File: src/rtl/net_tx_arbiter.sv
// Round-robin arbiter sharing one 16-bit NI transmit port among N_REQ sources.
// Optional local loopback path enabled by defining LOCAL_LOOPBACK_EN.
module net_tx_arbiter #(
  parameter int GPU_ID  = 22,
  parameter int N_REQ   = 4,
  parameter int TIMEOUT = 255,
  localparam int GRANT_W = $clog2(N_REQ)
) (
  input  logic                 ACLK,
  input  logic                 ARESETn,
  input  logic [N_REQ-1:0]     req_valid,
  input  logic [16*N_REQ-1:0]  req_data,
  output logic [N_REQ-1:0]     req_ready,
  output logic [15:0]          net_data_out,
  output logic                 net_valid_out,
  input  logic                 net_ready_in,
  output logic [15:0]          lb_data_out,
  output logic                 lb_valid_out,
  input  logic                 lb_ready_in,
  output logic [GRANT_W-1:0]   grant_id,
  output logic                 busy,
  output logic                 err_timeout,
  output logic [15:0]          drop_count
);

  localparam int SW = (TIMEOUT > 1) ? $clog2(TIMEOUT) : 1;
  localparam logic [SW-1:0] STALL_LAST =
    SW'((TIMEOUT > 0) ? TIMEOUT - 1 : 0);
  localparam bit TO_EN = (TIMEOUT != 0);
  localparam logic [5:0] GPU6 = GPU_ID[5:0];

  typedef enum logic {
    S_IDLE,
    S_HOLD
  } state_t;

  state_t             state_q, state_d;
  logic [GRANT_W-1:0] rr_q, rr_d;
  logic [GRANT_W-1:0] grant_q, grant_d;
  logic [SW-1:0]      stall_q, stall_d;
  logic [15:0]        net_data_q, net_data_d;
  logic               net_valid_q, net_valid_d;
  logic               busy_q, busy_d;
  logic               err_q, err_d;
  logic [15:0]        drop_q, drop_d;

  logic               win_found;
  logic [GRANT_W-1:0] win_idx;
  logic [15:0]        win_data;
  logic               accept;
  int                 idx;

`ifdef LOCAL_LOOPBACK_EN
  logic [15:0] lb_data_q, lb_data_d;
  logic        lb_valid_q, lb_valid_d;
  logic        to_lb_q, to_lb_d;
`else
  logic        unused_lb;
  assign unused_lb = lb_ready_in | (^GPU6);
`endif

  // Scan from rr_q upward, wrapping, for the first valid requester.
  always_comb begin
    win_found = 1'b0;
    win_idx   = '0;
    idx       = 0;
    for (int i = 0; i < N_REQ; i++) begin
      idx = int'(rr_q) + i;
      if (idx >= N_REQ) idx = idx - N_REQ;
      if (!win_found && req_valid[idx]) begin
        win_found = 1'b1;
        win_idx   = GRANT_W'(idx);
      end
    end
  end

  assign win_data = req_data[int'(win_idx)*16 +: 16];

  always_comb begin
    req_ready = '0;
    if (ARESETn && state_q == S_IDLE && win_found)
      req_ready[win_idx] = 1'b1;
  end

`ifdef LOCAL_LOOPBACK_EN
  assign accept = to_lb_q ? lb_ready_in : net_ready_in;
`else
  assign accept = net_ready_in;
`endif

  always_comb begin
    state_d     = state_q;
    rr_d        = rr_q;
    grant_d     = grant_q;
    stall_d     = stall_q;
    net_data_d  = net_data_q;
    net_valid_d = net_valid_q;
    busy_d      = busy_q;
    err_d       = 1'b0;
    drop_d      = drop_q;
`ifdef LOCAL_LOOPBACK_EN
    lb_data_d   = lb_data_q;
    lb_valid_d  = lb_valid_q;
    to_lb_d     = to_lb_q;
`endif
    unique case (state_q)
      S_IDLE: begin
        if (win_found) begin
          grant_d = win_idx;
          rr_d    = (win_idx == GRANT_W'(N_REQ - 1)) ?
                    '0 : win_idx + 1'b1;
          stall_d = '0;
          busy_d  = 1'b1;
          state_d = S_HOLD;
`ifdef LOCAL_LOOPBACK_EN
          to_lb_d = (win_data[15:10] == GPU6);
          if (win_data[15:10] == GPU6) begin
            lb_data_d  = win_data;
            lb_valid_d = 1'b1;
          end else begin
            net_data_d  = win_data;
            net_valid_d = 1'b1;
          end
`else
          net_data_d  = win_data;
          net_valid_d = 1'b1;
`endif
        end
      end
      S_HOLD: begin
        // Accept has priority over a same-cycle timeout.
        if (accept || (TO_EN && stall_q == STALL_LAST)) begin
          net_valid_d = 1'b0;
`ifdef LOCAL_LOOPBACK_EN
          lb_valid_d  = 1'b0;
`endif
          stall_d = '0;
          busy_d  = 1'b0;
          state_d = S_IDLE;
          if (!accept) begin
            err_d  = 1'b1;
            drop_d = (drop_q == 16'hFFFF) ? drop_q : drop_q + 16'd1;
          end
        end else if (TO_EN) begin
          stall_d = stall_q + 1'b1;
        end
      end
      default: state_d = S_IDLE;
    endcase
  end

  always_ff @(posedge ACLK or negedge ARESETn) begin
    if (!ARESETn) begin
      state_q     <= S_IDLE;
      rr_q        <= '0;
      grant_q     <= '0;
      stall_q     <= '0;
      net_data_q  <= '0;
      net_valid_q <= 1'b0;
      busy_q      <= 1'b0;
      err_q       <= 1'b0;
      drop_q      <= '0;
`ifdef LOCAL_LOOPBACK_EN
      lb_data_q   <= '0;
      lb_valid_q  <= 1'b0;
      to_lb_q     <= 1'b0;
`endif
    end else begin
      state_q     <= state_d;
      rr_q        <= rr_d;
      grant_q     <= grant_d;
      stall_q     <= stall_d;
      net_data_q  <= net_data_d;
      net_valid_q <= net_valid_d;
      busy_q      <= busy_d;
      err_q       <= err_d;
      drop_q      <= drop_d;
`ifdef LOCAL_LOOPBACK_EN
      lb_data_q   <= lb_data_d;
      lb_valid_q  <= lb_valid_d;
      to_lb_q     <= to_lb_d;
`endif
    end
  end

  assign net_data_out  = net_data_q;
  assign net_valid_out = net_valid_q;
  assign grant_id      = grant_q;
  assign busy          = busy_q;
  assign err_timeout   = err_q;
  assign drop_count    = drop_q;
`ifdef LOCAL_LOOPBACK_EN
  assign lb_data_out   = lb_data_q;
  assign lb_valid_out  = lb_valid_q;
`else
  assign lb_data_out   = '0;
  assign lb_valid_out  = 1'b0;
`endif

endmodule

File: config.mk
export PLATFORM = sky130hd
export DESIGN_NAME = net_tx_arbiter
export DESIGN_NICKNAME = d
export VERILOG_FILES = /design/src/rtl/net_tx_arbiter.sv
export SDC_FILE = /design/constraint.sdc
export NUM_CORES = 1
export LEC_CHECK = 0
export ABC_AREA = 0
export BUFFER_PORTS_ARGS = -buffer_cell sky130_fd_sc_hd__clkbuf_2
export CAP_MARGIN = 0
export CORE_MARGIN = 1
export CORE_UTILIZATION = 50
export CTS_CLUSTER_DIAMETER = 80
export DETAILED_ROUTE_END_ITERATION = 8
export PLACE_DENSITY = 0.86
export RECOVER_POWER = 25
export SLEW_MARGIN = 20
export SYNTH_ARGS = -nofsm -noshare
export SYNTH_HDL_FRONTEND = slang
export SYNTH_SLANG_ARGS = --single-unit
export TNS_END_PERCENT = 5
File: constraint.sdc
create_clock -name ACLK -period 5.9 [get_ports ACLK]
set_clock_uncertainty 0.05 [all_clocks]
set_input_delay 1.18 -clock ACLK [delete_from_list [all_inputs] [get_ports ACLK]]
set_output_delay 1.18 -clock ACLK [all_outputs]
set_load 0.02 [all_outputs]
==> impl_metrics.env, run 1 <==
export IMPL_place_congestion=0.837
export IMPL_placed_cell_area_um2=3230
export IMPL_firstDrtPassIters=4
export IMPL_filler_cell_count=452
export IMPL_fin_crit_sh_pct=70.2
export IMPL_grt_max_degree=37
export IMPL_irDropWorstVdd_mv=0.167
export IMPL_holdWs_ns=0.440
export IMPL_maxSlewViolCount=32
export IMPL_max_freq_ghz=0.242
export IMPL_port_buffers=111
export IMPL_drive_above_1_share_pct=33.1
export IMPL_fin_setup_tns_ns=0
export IMPL_p_sw_mw=0.351
export IMPL_drt_wirelength_per_cell_um=13.4
export IMPL_diodes=0
export IMPL_synth_cell_area_um2=2690
export IMPL_layout_common_cells="clkbuf_2, dfrtp_1, nand2_1, mux2i_1, conb_1"
export IMPL_relSlewSlack_pct=-2.53
export IMPL_sequentialPowerShare_pct=42.3
export IMPL_synth_yosys_seq_area_share_pct=43.7
export IMPL_critPathRequiredTime_ns=4.67
export IMPL_initialDrtViolationCount=64
export IMPL_yosysWarningCount=0
export IMPL_drt_wl_total_um=6070
export IMPL_ys_flop_type="dfrtp_1"
export IMPL_pre_cts_slack_ns=1.86
export IMPL_finalNetCount=457
export IMPL_powerDensity_nw_per_um2=292
export IMPL_postCtsHoldBufs=0
export IMPL_die_area_um2=5670
export IMPL_cap_viol_max_count=1
export IMPL_final_common_cell="clkbuf_2"
export IMPL_cts_resized=0
export IMPL_tightest_slew_ns=1.54
export IMPL_cts_setup_buffers=0
export IMPL_grt_antenna_before_repair=0
export IMPL_dp_cells=443
export IMPL_ant_nets=0
export IMPL_dpl_hpwl_um=4680
export IMPL_run_status="complete, but fails checks"
export IMPL_power_leakage_nw=1.75
export IMPL_cts_made_buffers=5
export IMPL_core_area_um2=5140
export IMPL_start_util_pct=52.3
export IMPL_final_cells=451
export IMPL_syn_inst=271
export IMPL_synth_distinct_cells=39
export IMPL_setup_viol=0
export IMPL_grt_pass1_vias=2120
export IMPL_syn_to_final_growth_pct=23.9
export IMPL_max_clock_path_buffers=2
export IMPL_violations="capacitance limit, slew limit"
export IMPL_crit_path_max_fanout=31
export IMPL_grt_overflow=0
export IMPL_via_per_inst=5.34
export IMPL_final_cell_area_um2=3330
export IMPL_cts_root_buf="clkbuf_8"
export IMPL_cts_tree="done"
export IMPL_hold_class="reg2reg"
export IMPL_path_class="in2out"
export IMPL_clkPwrFrac_pct=21.3
export IMPL_cts_max_level=2
export IMPL_rsz0062_at_grt="no"
export IMPL_period_needed_ns=4.14
export IMPL_post_route_drc_count=0
export IMPL_finalHoldViolations=0
export IMPL_io_pin_count=130
export IMPL_synth_edf_count=0
export IMPL_clock_sinks=47
export IMPL_combPwrFrac_pct=36.4
export IMPL_die_h_um=75.3
export IMPL_path_clk_slew_ns=0.08
export IMPL_synth_seq_cells=47
export IMPL_swShare_pct=36.0
export IMPL_syn_area_per_cell_um2=9.92
export IMPL_vias=2409
export IMPL_grtUsageTotal_pct=21.4
export IMPL_setup_slack_ns=1.76
export IMPL_startpoint_type="input port"
export IMPL_final_seq_area_um2=1180
export IMPL_fp_dieW_um=75.3
export IMPL_ys_async_sr_fraction_pct=100
export IMPL_internal_power_mw=0.623
export IMPL_cp_arrival_ns=2.91
export IMPL_clock_latency_ns=0.30
export IMPL_grt_pass1_wl_um=9140
export IMPL_cp_end_kind="output port"
export IMPL_rows=26
export IMPL_multi_input_area_um2=1380
## synthesized netlist by cell type (5+ instances only)
master	number	area [um^2]
nand2_1	38	143
mux2i_1	33	330
nor2_1	13	48.8
a21oi_1	5	25.0
o221ai_1	16	140
o21ai_0	11	55.1
buf_2	5	25.0
and3_1	8	50.1
buf_4	18	135
inv_1	6	22.5
a31oi_1	5	31.3
nand4_1	7	43.8
xnor2_1	10	87.6
ha_1	5	62.6
nor3_1	5	25.0
nand3_1	8	40.0
dfrtp_1	47	1180
## critical path: stages
cell and delay, ns:
clkbuf_1 1.09, nand2_1 0.18, nor3_1 0.24, clkbuf_2 0.21
## through the flow
stage / power, mW / utilization [%]
final: 0.974 / 64.8
after global routing: 1.04 / 64.8
after CTS: 0.986 / 64.9
after detailed placement: 0.776 / 62.9
after global placement: 0.762 / 62.9
after floorplan: 0.668 / -
## metal layers
metal / vias up / global-route usage (%) / part of all wire [%]
met5: - / 0 / 0
met2: 87 / 41.2 / 53
li1: 1169 / - / -
met1: 1146 / 24.1 / 40
met4: 0 / 6.17 / 1.0
met3: 7 / 3.57 / 5.9
## registers in the layout (all words and copies together) (netlist names)
name	cells
stall_q	8
rr_q	2
net_data_out	16
grant_id	2
busy	1
state_q	1
err_timeout	1
drop_count	16
## logic make-up (layout without fill, tap and decap cells)
logic type                 after synthesis  in the layout  synth area share [%]
xor gates and xnor gates                12             12                  3.91
AOI/OAI and AO/OA                       45             45                  11.7
adders and majority gates                5              5                  2.33
buffers and inverters                   33            127                  7.35
muxes                                   34             34                  12.7
and+or+nand+nor                         94             94                  18.1
DFF                                     47             47                  43.7
other                                    1             17                 0.139
## area by class of cell
cell class                 instances  share of cell area [%]
sequential                        47                    35.3
inverter                           6                   0.676
timing repair buffer             113                    16.9
multi-input combinational        207                    41.3
clock inverter                     1                   0.225
clock buffer                       7                    2.89
tap                               70                    2.63
## path summary, 6_finish.rpt
path,from,endpoint,slack [ns],cells after the start
worst max-delay path,ARESETn,req_ready[1],1.76,4
worst min-delay path,net_data_out[3]$_DFFE_PN0P_,net_data_out[3]$_DFFE_PN0P_,0.44,2
worst max register to register,stall_q[0]$_DFFE_PN0P_,drop_count[1]$_DFFE_PN0P_,3.76,6
worst min register to register,net_data_out[3]$_DFFE_PN0P_,net_data_out[3]$_DFFE_PN0P_,0.44,2
max in group asynchronous,ARESETn,stall_q[4]$_DFFE_PN0P_,2.97,2
min in group asynchronous,ARESETn,grant_id[0]$_DFFE_PN0P_,1.20,1
## power by group through the flow
stage	logic (mW)	clock network (mW)	registers (mW)
after global routing	0.389	0.230	0.419
after detailed placement	0.358	0	0.419
after CTS	0.358	0.215	0.412
after floorplan	0.191	0	0.477
final	0.354	0.208	0.412
after global placement	0.346	0	0.416
(Power assumes the default switching activity.)
==> run 2: changes to the inputs <==
Settings changed: CORE_UTILIZATION 50 to 46, PLACE_DENSITY 0.86 to 0.8.
Clock period 5.9 ns to 4 ns, I/O delays scaled along.
==> run 2 against run 1 <==
- non-clock buffer count did not move
- sequential share of layout area is essentially flat
- final area about the same
- critical path depth grew 4
- the run still ends with capacitance limit, slew limit left
- global-route usage is 1.0 points lower
- combinational power increased by 48%
- via count up 0.42%
- highest routed layer unchanged
- cell count grew 0.22%
- register-to-register slack lost 1.9 ns
- worst hold slack worse by 0.0055 ns
- clock-buffer cell count decreased by 1
==> impl_metrics.env, run 2 (synthesis results as in run 1) <==
export IMPL_cts_max_level=2
export IMPL_finalNetCount=457
export IMPL_drive_above_1_share_pct=32.9
export IMPL_grt_pass1_vias=2175
export IMPL_path_class="in2out"
export IMPL_grt_antenna_before_repair=0
export IMPL_setup_slack_ns=0.977
export IMPL_finalHoldViolations=0
export IMPL_max_clock_path_buffers=2
export IMPL_grt_max_degree=34
export IMPL_crit_family="simple AND/OR/NAND/NOR gates"
export IMPL_setup_viol=0
export IMPL_path_buf_inv=4
export IMPL_layout_common_cells="clkbuf_2, dfrtp_1, nand2_1, mux2i_1, conb_1"
export IMPL_cts_made_buffers=5
export IMPL_place_congestion=0.847
export IMPL_clock_sinks=47
export IMPL_die_h_um=78.5
export IMPL_cts_resized=0
export IMPL_cts_root_buf="clkbuf_8"
export IMPL_critPathRequiredTime_ns=3.15
export IMPL_dpl_hpwl_um=4810
export IMPL_ant_nets=0
export IMPL_filler_cell_count=501
export IMPL_rows=27
export IMPL_violations="capacitance limit, slew limit"
export IMPL_fin_setup_tns_ns=0
export IMPL_startpoint_type="input port"
export IMPL_relSlewSlack_pct=-1.64
export IMPL_cts_tree="done"
export IMPL_powerDensity_nw_per_um2=439
export IMPL_crit_chain="clkbuf_2 -> inv_1 -> and3_1 -> nor3_1 -> inv_1 -> ha_1 -> and3_1 -> clkbuf_2"
export IMPL_core_area_um2=5570
export IMPL_cp_arrival_ns=2.17
export IMPL_vias=2419
export IMPL_run_status="complete, but fails checks"
export IMPL_cap_viol_max_count=1
export IMPL_path_clk_slew_ns=0.07
export IMPL_fin_crit_sh_pct=75.6
export IMPL_fp_dieW_um=78.5
export IMPL_grt_overflow=0
export IMPL_crit_slowest_cell="nor3_1"
export IMPL_die_area_um2=6160
export IMPL_grtUsageTotal_pct=20.3
export IMPL_dp_cells=445
export IMPL_final_cell_area_um2=3330
export IMPL_final_seq_area_um2=1180
export IMPL_irDropWorstVdd_mv=0.207
export IMPL_max_freq_ghz=0.331
export IMPL_rsz0062_at_grt="no"
export IMPL_pre_cts_slack_ns=0.990
export IMPL_via_per_inst=5.35
export IMPL_diodes=0
export IMPL_drt_wirelength_per_cell_um=14.1
export IMPL_io_pin_count=130
export IMPL_clock_latency_ns=0.30
export IMPL_tightest_slew_ns=1.52
export IMPL_firstDrtPassIters=4
export IMPL_syn_to_final_growth_pct=24.0
export IMPL_maxSlewViolCount=30
export IMPL_port_buffers=111
export IMPL_hold_class="reg2reg"
export IMPL_cp_slowest_stage_delay_ns=0.38
export IMPL_grt_pass1_wl_um=9850
export IMPL_cts_setup_buffers=0
export IMPL_final_common_cell="clkbuf_2"
export IMPL_post_route_drc_count=0
export IMPL_holdWs_ns=0.435
export IMPL_power_leakage_nw=1.76
export IMPL_multi_input_area_um2=1380
export IMPL_final_cells=452
export IMPL_crit_path_max_fanout=4
export IMPL_start_util_pct=48.2
export IMPL_placed_cell_area_um2=3240
export IMPL_cp_end_kind="output port"
export IMPL_postCtsHoldBufs=0
export IMPL_period_needed_ns=3.02
export IMPL_initialDrtViolationCount=119
export IMPL_drt_wl_total_um=6350
run 2: final timing paths:
| path | from | end | slack, ns | cells after the start |
|---|---|---|---|---|
| worst min-delay path | grant_id[0]$_DFFE_PN0P_ | grant_id[0]$_DFFE_PN0P_ | 0.43 | 2 |
| max in group asynchronous | ARESETn | drop_count[10]$_DFFE_PN0P_ | 1.28 | 2 |
| worst min register to register | grant_id[0]$_DFFE_PN0P_ | grant_id[0]$_DFFE_PN0P_ | 0.43 | 2 |
| worst max-delay path | req_valid[3] | req_ready[2] | 0.98 | 8 |
| worst max register to register | rr_q[1]$_DFFE_PN0P_ | net_data_out[1]$_DFFE_PN0P_ | 1.85 | 6 |
| min in group asynchronous | ARESETn | grant_id[1]$_DFFE_PN0P_ | 0.65 | 1 |
run 2: layout make-up:
class / count / share of cell area (%)
clock buffers: 6 / 2.18
clock inverters: 1 / 0.901
inverters: 6 / 0.676
multi-input cells: 207 / 41.3
flip-flops and latches: 47 / 35.3
well taps: 72 / 2.70
repair buffers: 113 / 17.0
run 2: power breakdown:
part	switching, mW	internal [mW]	leakage [nW]	total, mW
Combinational	0.319	0.204	1.09	0.523
Sequential	0.0533	0.557	0.617	0.611
Clock	0.147	0.183	0.0513	0.331
run 2: routing by layer:
layer / up-vias / track usage [%] / wire (um)
met4: 0 / 4.81 / 46
met1: 1154 / 23.7 / 2680
met5: - / 0 / 0
met2: 91 / 37.2 / 3290
met3: 6 / 5.12 / 336
li1: 1168 / - / -
run 2: metrics by stage:
stage / power (mW) / util, %
6_report: 1.46 / 59.8
5_1_grt: 1.55 / 59.8
4_1_cts: 1.48 / 59.9
3_5_place_dp: 1.15 / 58.0
3_3_place_gp: 1.13 / 58.0
2_1_floorplan: 0.986 / -
run 2: worst reg2reg max path: cells and delay by family (launching register included):
family,cells,cell delay [ns]
buf+inv,1,0.14
mux,1,0.21
flops,1,0.44
simple gates,3,0.91
compound gates,1,0.23
